File: config.mk
export PLATFORM = sky130hd
export DESIGN_NAME = time_field_counter
export DESIGN_NICKNAME = d
export VERILOG_FILES = /design/src/rtl/time_field_pkg.sv /design/src/rtl/btn_repeat.sv /design/src/rtl/time_field_counter.sv
export SDC_FILE = /design/constraint.sdc
export NUM_CORES = 1
export LEC_CHECK = 0
export BUFFER_PORTS_ARGS = -buffer_cell sky130_fd_sc_hd__buf_4
export CELL_PAD_IN_SITES_DETAIL_PLACEMENT = 1
export CELL_PAD_IN_SITES_GLOBAL_PLACEMENT = 1
export CORE_MARGIN = 1
export CORE_UTILIZATION = 35
export CTS_BUF_LIST = sky130_fd_sc_hd__clkbuf_2 sky130_fd_sc_hd__clkbuf_4 sky130_fd_sc_hd__clkbuf_8
export DETAILED_ROUTE_END_ITERATION = 12
export PLACE_DENSITY_LB_ADDON = 0.2
export SLEW_MARGIN = 10
export SYNTH_ARGS = -nofsm -noshare
export SYNTH_HDL_FRONTEND = slang
export SYNTH_HIERARCHICAL = 1
export SYNTH_SLANG_ARGS = --single-unit
File: constraint.sdc
create_clock -name clk -period 2.2 [get_ports clk]
set_clock_uncertainty 0.1 [all_clocks]
set_input_delay 0.33 -clock clk [delete_from_list [all_inputs] [get_ports clk]]
set_output_delay 0.33 -clock clk [all_outputs]
set_load 0.03 [all_outputs]
File: src/rtl/time_field_pkg.sv
// time_field_pkg: shared definitions for the clock/date time-field counters.
//   - repeat FSM state encoding (IDLE, DELAY, REPEAT)
//   - default modulo constants for seconds, minutes and hours
//   - default auto-repeat timings (cycles of clk)
//   - cnt_width(): width of the auto-repeat down-stream cycle counter
package time_field_pkg;

  localparam logic [1:0] RPT_IDLE   = 2'd0;
  localparam logic [1:0] RPT_DELAY  = 2'd1;
  localparam logic [1:0] RPT_REPEAT = 2'd2;

  localparam int SEC_MOD  = 60;
  localparam int MIN_MOD  = 60;
  localparam int HOUR_MOD = 24;

  localparam int DEF_REPEAT_DELAY  = 50_000_000;
  localparam int DEF_REPEAT_PERIOD = 10_000_000;

  // Counter must reach max(delay, period) - 1; never narrower than one bit.
  function automatic int cnt_width(input int delay, input int period);
    int m;
    m = (delay > period) ? delay : period;
    return (m > 2) ? $clog2(m) : 1;
  endfunction

endpackage

File: src/rtl/btn_repeat.sv
// btn_repeat: button edge detection, direction arbitration and auto-repeat.
// Produces registered one-cycle step_up_o / step_dn_o pulses while enable_i
// (field in adjust mode) is high.
// Build option: TIME_FIELD_AUTOREPEAT_EN -- when defined, the repeat FSM and
// its counter are built; otherwise only edge detection remains and every
// press yields exactly one step.
// Ports:
//   clk, rst                 clock, synchronous active-high reset
//   enable_i                 field currently addressed by the adjust selector
//   inc_i, dec_i             debounced button levels
//   step_up_o, step_dn_o     one-cycle step requests to the value register
//
// state      | meaning
// RPT_IDLE   | no button held; waiting for a single-button press edge
// RPT_DELAY  | press step issued; counting the initial hold delay
// RPT_REPEAT | repeating a step every REPEAT_PERIOD cycles while held
module btn_repeat
  import time_field_pkg::*;
#(
  parameter int REPEAT_DELAY  = DEF_REPEAT_DELAY,
  parameter int REPEAT_PERIOD = DEF_REPEAT_PERIOD
) (
  input  logic clk,
  input  logic rst,
  input  logic enable_i,
  input  logic inc_i,
  input  logic dec_i,
  output logic step_up_o,
  output logic step_dn_o
);

  logic inc_q, dec_q;
  logic arm_q;
  logic step_up_q, step_up_d;
  logic step_dn_q, step_dn_d;
  logic up_hold, dn_hold;
  logic up_edge, dn_edge;

  assign up_hold = inc_i & ~dec_i;
  assign dn_hold = dec_i & ~inc_i;
  // arm_q blocks a button that was already held through reset from looking
  // like a fresh press; it sets once both buttons have been seen released.
  assign up_edge = arm_q & up_hold & ~inc_q;
  assign dn_edge = arm_q & dn_hold & ~dec_q;

  always_ff @(posedge clk) begin
    if (rst) begin
      inc_q     <= 1'b0;
      dec_q     <= 1'b0;
      arm_q     <= 1'b0;
      step_up_q <= 1'b0;
      step_dn_q <= 1'b0;
    end else begin
      inc_q     <= inc_i;
      dec_q     <= dec_i;
      arm_q     <= arm_q | (~inc_i & ~dec_i);
      step_up_q <= step_up_d;
      step_dn_q <= step_dn_d;
    end
  end

  assign step_up_o = step_up_q;
  assign step_dn_o = step_dn_q;

`ifdef TIME_FIELD_AUTOREPEAT_EN
  localparam int CNT_W = cnt_width(REPEAT_DELAY, REPEAT_PERIOD);
  localparam logic [CNT_W-1:0] DELAY_TC  = CNT_W'(REPEAT_DELAY - 1);
  localparam logic [CNT_W-1:0] PERIOD_TC = CNT_W'(REPEAT_PERIOD - 1);

  logic [1:0]       state_q, state_d;
  logic [CNT_W-1:0] cnt_q, cnt_d;
  logic             dir_up_q, dir_up_d;
  logic             still_held;

  always_comb begin
    state_d    = state_q;
    cnt_d      = cnt_q;
    dir_up_d   = dir_up_q;
    step_up_d  = 1'b0;
    step_dn_d  = 1'b0;
    // Any change of direction, release or both-pressed ends the hold.
    still_held = dir_up_q ? up_hold : dn_hold;
    if (!enable_i) begin
      state_d = RPT_IDLE;
      cnt_d   = '0;
    end else begin
      case (state_q)
        RPT_IDLE: begin
          cnt_d = '0;
          if (up_edge || dn_edge) begin
            step_up_d = up_edge;
            step_dn_d = dn_edge;
            dir_up_d  = up_edge;
            state_d   = RPT_DELAY;
          end
        end
        RPT_DELAY, RPT_REPEAT: begin
          if (!still_held) begin
            state_d = RPT_IDLE;
            cnt_d   = '0;
          end else if (cnt_q == ((state_q == RPT_DELAY) ? DELAY_TC : PERIOD_TC)) begin
            step_up_d = dir_up_q;
            step_dn_d = ~dir_up_q;
            cnt_d     = '0;
            state_d   = RPT_REPEAT;
          end else begin
            cnt_d = cnt_q + CNT_W'(1);
          end
        end
        default: begin
          state_d = RPT_IDLE;
          cnt_d   = '0;
        end
      endcase
    end
  end

  always_ff @(posedge clk) begin
    if (rst) begin
      state_q  <= RPT_IDLE;
      cnt_q    <= '0;
      dir_up_q <= 1'b0;
    end else begin
      state_q  <= state_d;
      cnt_q    <= cnt_d;
      dir_up_q <= dir_up_d;
    end
  end
`else
  // Repeat timings have no effect in this build.
  logic unused_repeat_cfg;
  assign unused_repeat_cfg = (REPEAT_DELAY > 0) ^ (REPEAT_PERIOD > 0);

  always_comb begin
    step_up_d = enable_i & up_edge;
    step_dn_d = enable_i & dn_edge;
  end
`endif

endmodule

File: src/rtl/time_field_counter.sv
// time_field_counter: one field (seconds, minutes, hours, ...) of the
// clock/date datapath. Counts cascaded ticks modulo MODULO with a carry out
// in run mode; steps up/down from the buttons (with optional auto-repeat)
// in adjust mode; accepts a clamped synchronous load from RTC readback.
// Build option: TIME_FIELD_AUTOREPEAT_EN (see btn_repeat).
// Ports:
//   clk, rst        clock, synchronous active-high reset
//   sel_i           adjust selector; adjust mode when sel_i == FIELD_ID
//   inc_i, dec_i    debounced button levels
//   tick_i          one-cycle count-up pulse (lower carry or 1 Hz strobe)
//   load_i          one-cycle load strobe, load_val_i clamped to MODULO-1
//   value_o         registered count
//   carry_o         one-cycle pulse as a tick wraps MODULO-1 to 0
//   adj_active_o    registered adjust-mode flag
module time_field_counter
  import time_field_pkg::*;
#(
  parameter int WIDTH         = 6,
  parameter int MODULO        = SEC_MOD,
  parameter int WRAP          = 1,
  parameter int SEL_W         = 2,
  parameter int FIELD_ID      = 1,
  parameter int REPEAT_DELAY  = DEF_REPEAT_DELAY,
  parameter int REPEAT_PERIOD = DEF_REPEAT_PERIOD
) (
  input  logic             clk,
  input  logic             rst,
  input  logic [SEL_W-1:0] sel_i,
  input  logic             inc_i,
  input  logic             dec_i,
  input  logic             tick_i,
  input  logic             load_i,
  input  logic [WIDTH-1:0] load_val_i,
  output logic [WIDTH-1:0] value_o,
  output logic             carry_o,
  output logic             adj_active_o
);

  localparam int               XW      = WIDTH + 1;
  localparam logic [WIDTH-1:0] MAX_VAL = WIDTH'(MODULO - 1);
  // One extra bit so MODULO == 2**WIDTH still compares correctly.
  localparam logic [XW-1:0]    MOD_EXT = XW'(MODULO);

  logic [WIDTH-1:0] value_q, value_d;
  logic             carry_q, carry_d;
  logic             adj_active_q;
  logic             adj_mode;
  logic             step_up, step_dn;

  assign adj_mode = (sel_i == SEL_W'(FIELD_ID));

  btn_repeat #(
    .REPEAT_DELAY  (REPEAT_DELAY),
    .REPEAT_PERIOD (REPEAT_PERIOD)
  ) u_btn_repeat (
    .clk       (clk),
    .rst       (rst),
    .enable_i  (adj_mode),
    .inc_i     (inc_i),
    .dec_i     (dec_i),
    .step_up_o (step_up),
    .step_dn_o (step_dn)
  );

  // Step pulses are registered, so a selector change in the cycle a pulse
  // arrives must still suppress it: gate with the current adj_mode.
  always_comb begin
    value_d = value_q;
    carry_d = 1'b0;
    if (load_i) begin
      value_d = ({1'b0, load_val_i} < MOD_EXT) ? load_val_i : MAX_VAL;
    end else if (adj_mode && step_up) begin
      if (value_q == MAX_VAL) value_d = (WRAP != 0) ? '0 : MAX_VAL;
      else                    value_d = value_q + WIDTH'(1);
    end else if (adj_mode && step_dn) begin
      if (value_q == '0) value_d = (WRAP != 0) ? MAX_VAL : '0;
      else               value_d = value_q - WIDTH'(1);
    end else if (!adj_mode && tick_i) begin
      if (value_q == MAX_VAL) begin
        value_d = '0;
        carry_d = 1'b1;
      end else begin
        value_d = value_q + WIDTH'(1);
      end
    end
  end

  always_ff @(posedge clk) begin
    if (rst) begin
      value_q      <= '0;
      carry_q      <= 1'b0;
      adj_active_q <= 1'b0;
    end else begin
      value_q      <= value_d;
      carry_q      <= carry_d;
      adj_active_q <= adj_mode;
    end
  end

  assign value_o      = value_q;
  assign carry_o      = carry_q;
  assign adj_active_o = adj_active_q;

endmodule

Yosys cells after proc, flatten, opt, wreduce, memory -nomap -nowiden
Index checks and enable logic that the tools add are counted.
- output and inout port bits: 8
- register bits: 13
- latch bits: 0
- memories: 0
- input port bits: 14
- ROM bits: 0
- memory bits (writable): 0
- shifts and indexed selects: 0
- divide/modulo/power cells: 0
- $lt $le $gt $ge: 1
- reductions and logical operators: 7
- equal/unequal tests: 2
- $add $sub $neg: 2
- bitwise operators: 15
- muxes and demuxes: 8
- multipliers: 0
- operators with widths (cell ; count):
    $mux W6 ; 7
    $and A1 B1 Y1 ; 9
    $add A6 B1 Y6 const B ; 1
    $eq A6 B6 Y1 const B ; 1
    $logic_not A6 Y1 ; 1
    $lt A6 B6 Y1 const B ; 1
    $sub A6 B1 Y6 const B ; 1
    $not A1 Y1 ; 5
    $reduce_or A5 Y1 ; 1
    $reduce_bool A4 Y1 ; 1
    $logic_and A1 B1 Y1 ; 3
    $eq A2 B1 Y1 const B ; 1
    $logic_not A1 Y1 ; 1
    $mux W1 ; 1
    $or A1 B1 Y1 ; 1

Depth between registers and ports, before layout
- depth after elaboration: 7
- mapped depth: 7

Hierarchy
Netlist, hierarchy kept.
- modules (own cells, without submodules) (module ; times used ; area each (µm²) ; cells an instance):
    time_field_counter ; 1 ; 763.2 ; 98
    btn_repeat ; 1 ; 170.2 ; 12

Least setup slack after synthesis
No wires, ideal clock.
- path kind: reg2reg
- start: register value_q[0] (netlist: value_o[0])
- end: register value_q[4] (netlist: value_o[4])
- setup slack: 354 ps
- cell stages (with the launch flop): 8
- required time: 1963 ps
- arrival: 1609 ps
- period minus slack after synthesis: 1846 ps
- cell sequence: dfxtp_1 -> inv_1 -> ha_1 -> nor2b_1 -> o21a_1 -> o21a_1 -> o21ai_0 -> a221oi_1
- longest elaborated chain between the ends: 6
- elaborated cells on any way between the ends: 10
- those cells by class: add/sub: 2; eq/ne: 1; mux: 6; reduce/logical: 1
- ends and longest elaborated chain (element ; RTL line ; RTL):
    start: declaration ; time_field_counter.sv:44 ; logic [WIDTH-1:0] value_q, value_d;
    start signal: assignment ; time_field_counter.sv:94 ; value_q <= value_d;
    $add A6 B1 Y6 / $eq A6 B6 Y1 (equally long branches) ; -- ;
    $mux W6 ; time_field_counter.sv:73, time_field_counter.sv:79 ;
    $mux W6 ; time_field_counter.sv:78 ; end else if (!adj_mode && tick_i) begin
    $mux W6 ; time_field_counter.sv:75 ; end else if (adj_mode && step_dn) begin
    $mux W6 * ; time_field_counter.sv:72 ; end else if (adj_mode && step_up) begin
    $mux W6 * ; time_field_counter.sv:70 ; if (load_i) begin
Mark *: on every way between the ends. The rest lies on a longest branch, timed or not. The select of a mux whose other input is x is not followed.
A chain may end at the register's enable or synchronous reset.

Worst setup path in the final report
- start: register value_q[0] (netlist: value_o[0])
- end: register value_q[2] (netlist: value_o[2])
Same word-level chain as after synthesis.

==> metrics.txt <==
site row count 18; Worst-Margin Slew 0.401 ns; First-pass DRT Iterations 4; Max Slew Vio Count 0; RSZ-0062 raised after global routing no; first-pass GRT wire length 4280 um; clock buffer depth 2; initial antenna violation count 0; crit path DAT 1.94 ns; commonest cells after routing, fill and taps aside buf_4, dfxtp_1, nor2_1; # H-tree levels 1; sequential fraction of the synthesis area 0.279; detailed-route via count 900; Synth area leaders dfxtp_1, nor2_1, ha_1, nand3_1, buf_6; Cell Area, Placed 0.00109 mm^2; hold buffer count at cts 0; Mapped Nets 127; dpl cells 156; Iter 0 DRT Violations 21; Setup Total Neg Slack 0 ns; Die X-Extent 53.6 um; Max Cap Viol 0; mapped cell area 933 um^2; DR WL met3 101 um; # clock sinks 13; final setup fails 0; crit-path max FO 8; critical path required time 2.31 ns; critical path class flop to flop; post-route ant nets 0; TritonCTS Buffers 3; Post-synth EDFFs 0; cell count after synthesis 110; WL met1 1260 um; synth-to-layout area growth 20.0%; Worst-path clk slew 0.09 ns; Core ar. 0.00250 mm^2; CP endpoint kind flop; final instance count without filler cells 160; layout cells sized above 1 0.292; Vias/cell 5.63; gpl congestion 0.791; commonest non-fill, non-tap cell in the layout buf_4; ys flop type dfxtp_1; vias in the first global route 908; Startpoint Class flop; DIE AREA 0.00288 mm^2; worst min path class input port to flop; GRT Total Usage 0.210; met2 wire len 1200 um; min cycle time layout 1.83 ns; Total Power 0.593 mW; largest net degree at the start of global routing 18; final hold violations 0; fin nets 148; FMAX 0.545 GHz; status finished clean; grt ovf 0; WL final 2600 um; Slew headroom 0.732; DR WL/cell 16.3 um; diode count 0; period utilization 0.833; cell taking the most area after synthesis dfxtp_1; area of the multi-input gates 603 um^2; Root Driver clkbuf_4; initial core utilization 0.373; number of setup buffers added after CTS 0; hold slack final 0.113 ns; Yosys reg bits 13; Final Instance Area 0.00112 mm^2; top layer in use met4; mean area per synthesized cell 8.49 um^2; I/O pin count 22; fillers 318; Leak Pwr 0.421 nW; Die Span Y 53.6 um; Seq. cell area 260 um^2; Resized cells post-CTS 0; Yosys warnings 6; DP HPWL 2000 um; worst skew pair latency 0.29 ns; Power Dens Cells 530 mW/mm^2; port bufs 21; post-synthesis cell type count 41; DRC 0; worst vdd ir 0.296 mV; ys async rst share 0; Synth top area share 0.279; CTS tree yes
==> synthesized netlist by cell type (2+ instances only) <==
cell type,n
nand2_1,6
inv_1,5
a311oi_2,2
nor3_1,5
buf_6,3
dfxtp_1,13
nand3_1,7
nand3b_1,2
nor4b_2,2
xnor2_1,2
o21ai_0,3
o22ai_1,4
a21oi_1,5
buf_2,2
nor2b_1,3
clkbuf_1,2
nor2_1,11
a31oi_1,2
nor2b_4,2
nand4_1,4
ha_1,3
nor4_1,2
o21a_1,2
==> stage by stage <==
| stage | worst slack (ns) | utilization |
|---|---|---|
| after global placement | 0.380 | 0.437 |
| after CTS | 0.356 | 0.448 |
| final | 0.367 | 0.448 |
| after detailed placement | 0.386 | 0.437 |
| after floorplan | 0.354 | - |
| after global routing | 0.241 | 0.448 |
==> layout make-up <==
cell class	instances	area share
timing repair buffer	23	0.154
sequential	13	0.232
clock inverter	1	0.00447
multi-input combinational	85	0.539
tap	30	0.0335
clock buffer	3	0.0201
inverter	5	0.0168
==> registers in the layout, summed over array words and instances, names as in the netlist <==
signal and flops:
adj_active_o 1, carry_o 1, u_btn_repeat/arm_q 1, u_btn_repeat/dec_q 1, u_btn_repeat/inc_q 1, u_btn_repeat/step_dn_o 1, u_btn_repeat/step_up_o 1, value_o 6
==> per-layer routing <==
metal / global-route usage / up-vias
met4: 0.0965 / 0
met2: 0.338 / 31
li1: - / 445
met5: 0 / -
met1: 0.266 / 419
met3: 0.0452 / 5
==> logic make-up (layout without fill, tap and decap cells) <==
| kind of cell | after synthesis | in the layout | synth area share |
|---|---|---|---|
| buf+inv | 12 | 32 | 0.0751 |
| compound gates | 26 | 26 | 0.202 |
| simple gates | 51 | 51 | 0.339 |
| flops | 13 | 13 | 0.279 |
| fa+ha+maj | 3 | 3 | 0.0402 |
| xor+xnor | 3 | 3 | 0.0282 |
| mux | 2 | 2 | 0.0362 |
==> power by group <==
part	internal (mW)	leakage, nW	switching, mW	total, mW
registers	0.247	0.107	0.0199	0.267
logic	0.0763	0.296	0.0920	0.168
clock network	0.0676	0.0177	0.0897	0.157
==> worst paths after layout <==
path,startpoint,to,slack [ns],cells past startpoint
setup / recovery,value_o[0],value_o[2],0.37,6
hold / removal,inc_i,u_btn_repeat/step_dn_o,0.11,2
setup reg to reg,value_o[0],value_o[2],0.37,6
hold reg to reg,u_btn_repeat/dec_q,u_btn_repeat/step_dn_o,0.31,1
==> critical path: stages, from the launching register on <==
cell and delay, ns:
dfxtp_1 0.50, inv_1 0.12, ha_1 0.24, nand3_1 0.16
nand3_1 0.10, a211o_1 0.32, a311oi_2 0.23
Note: power is estimated with default switching activity, not from simulation.
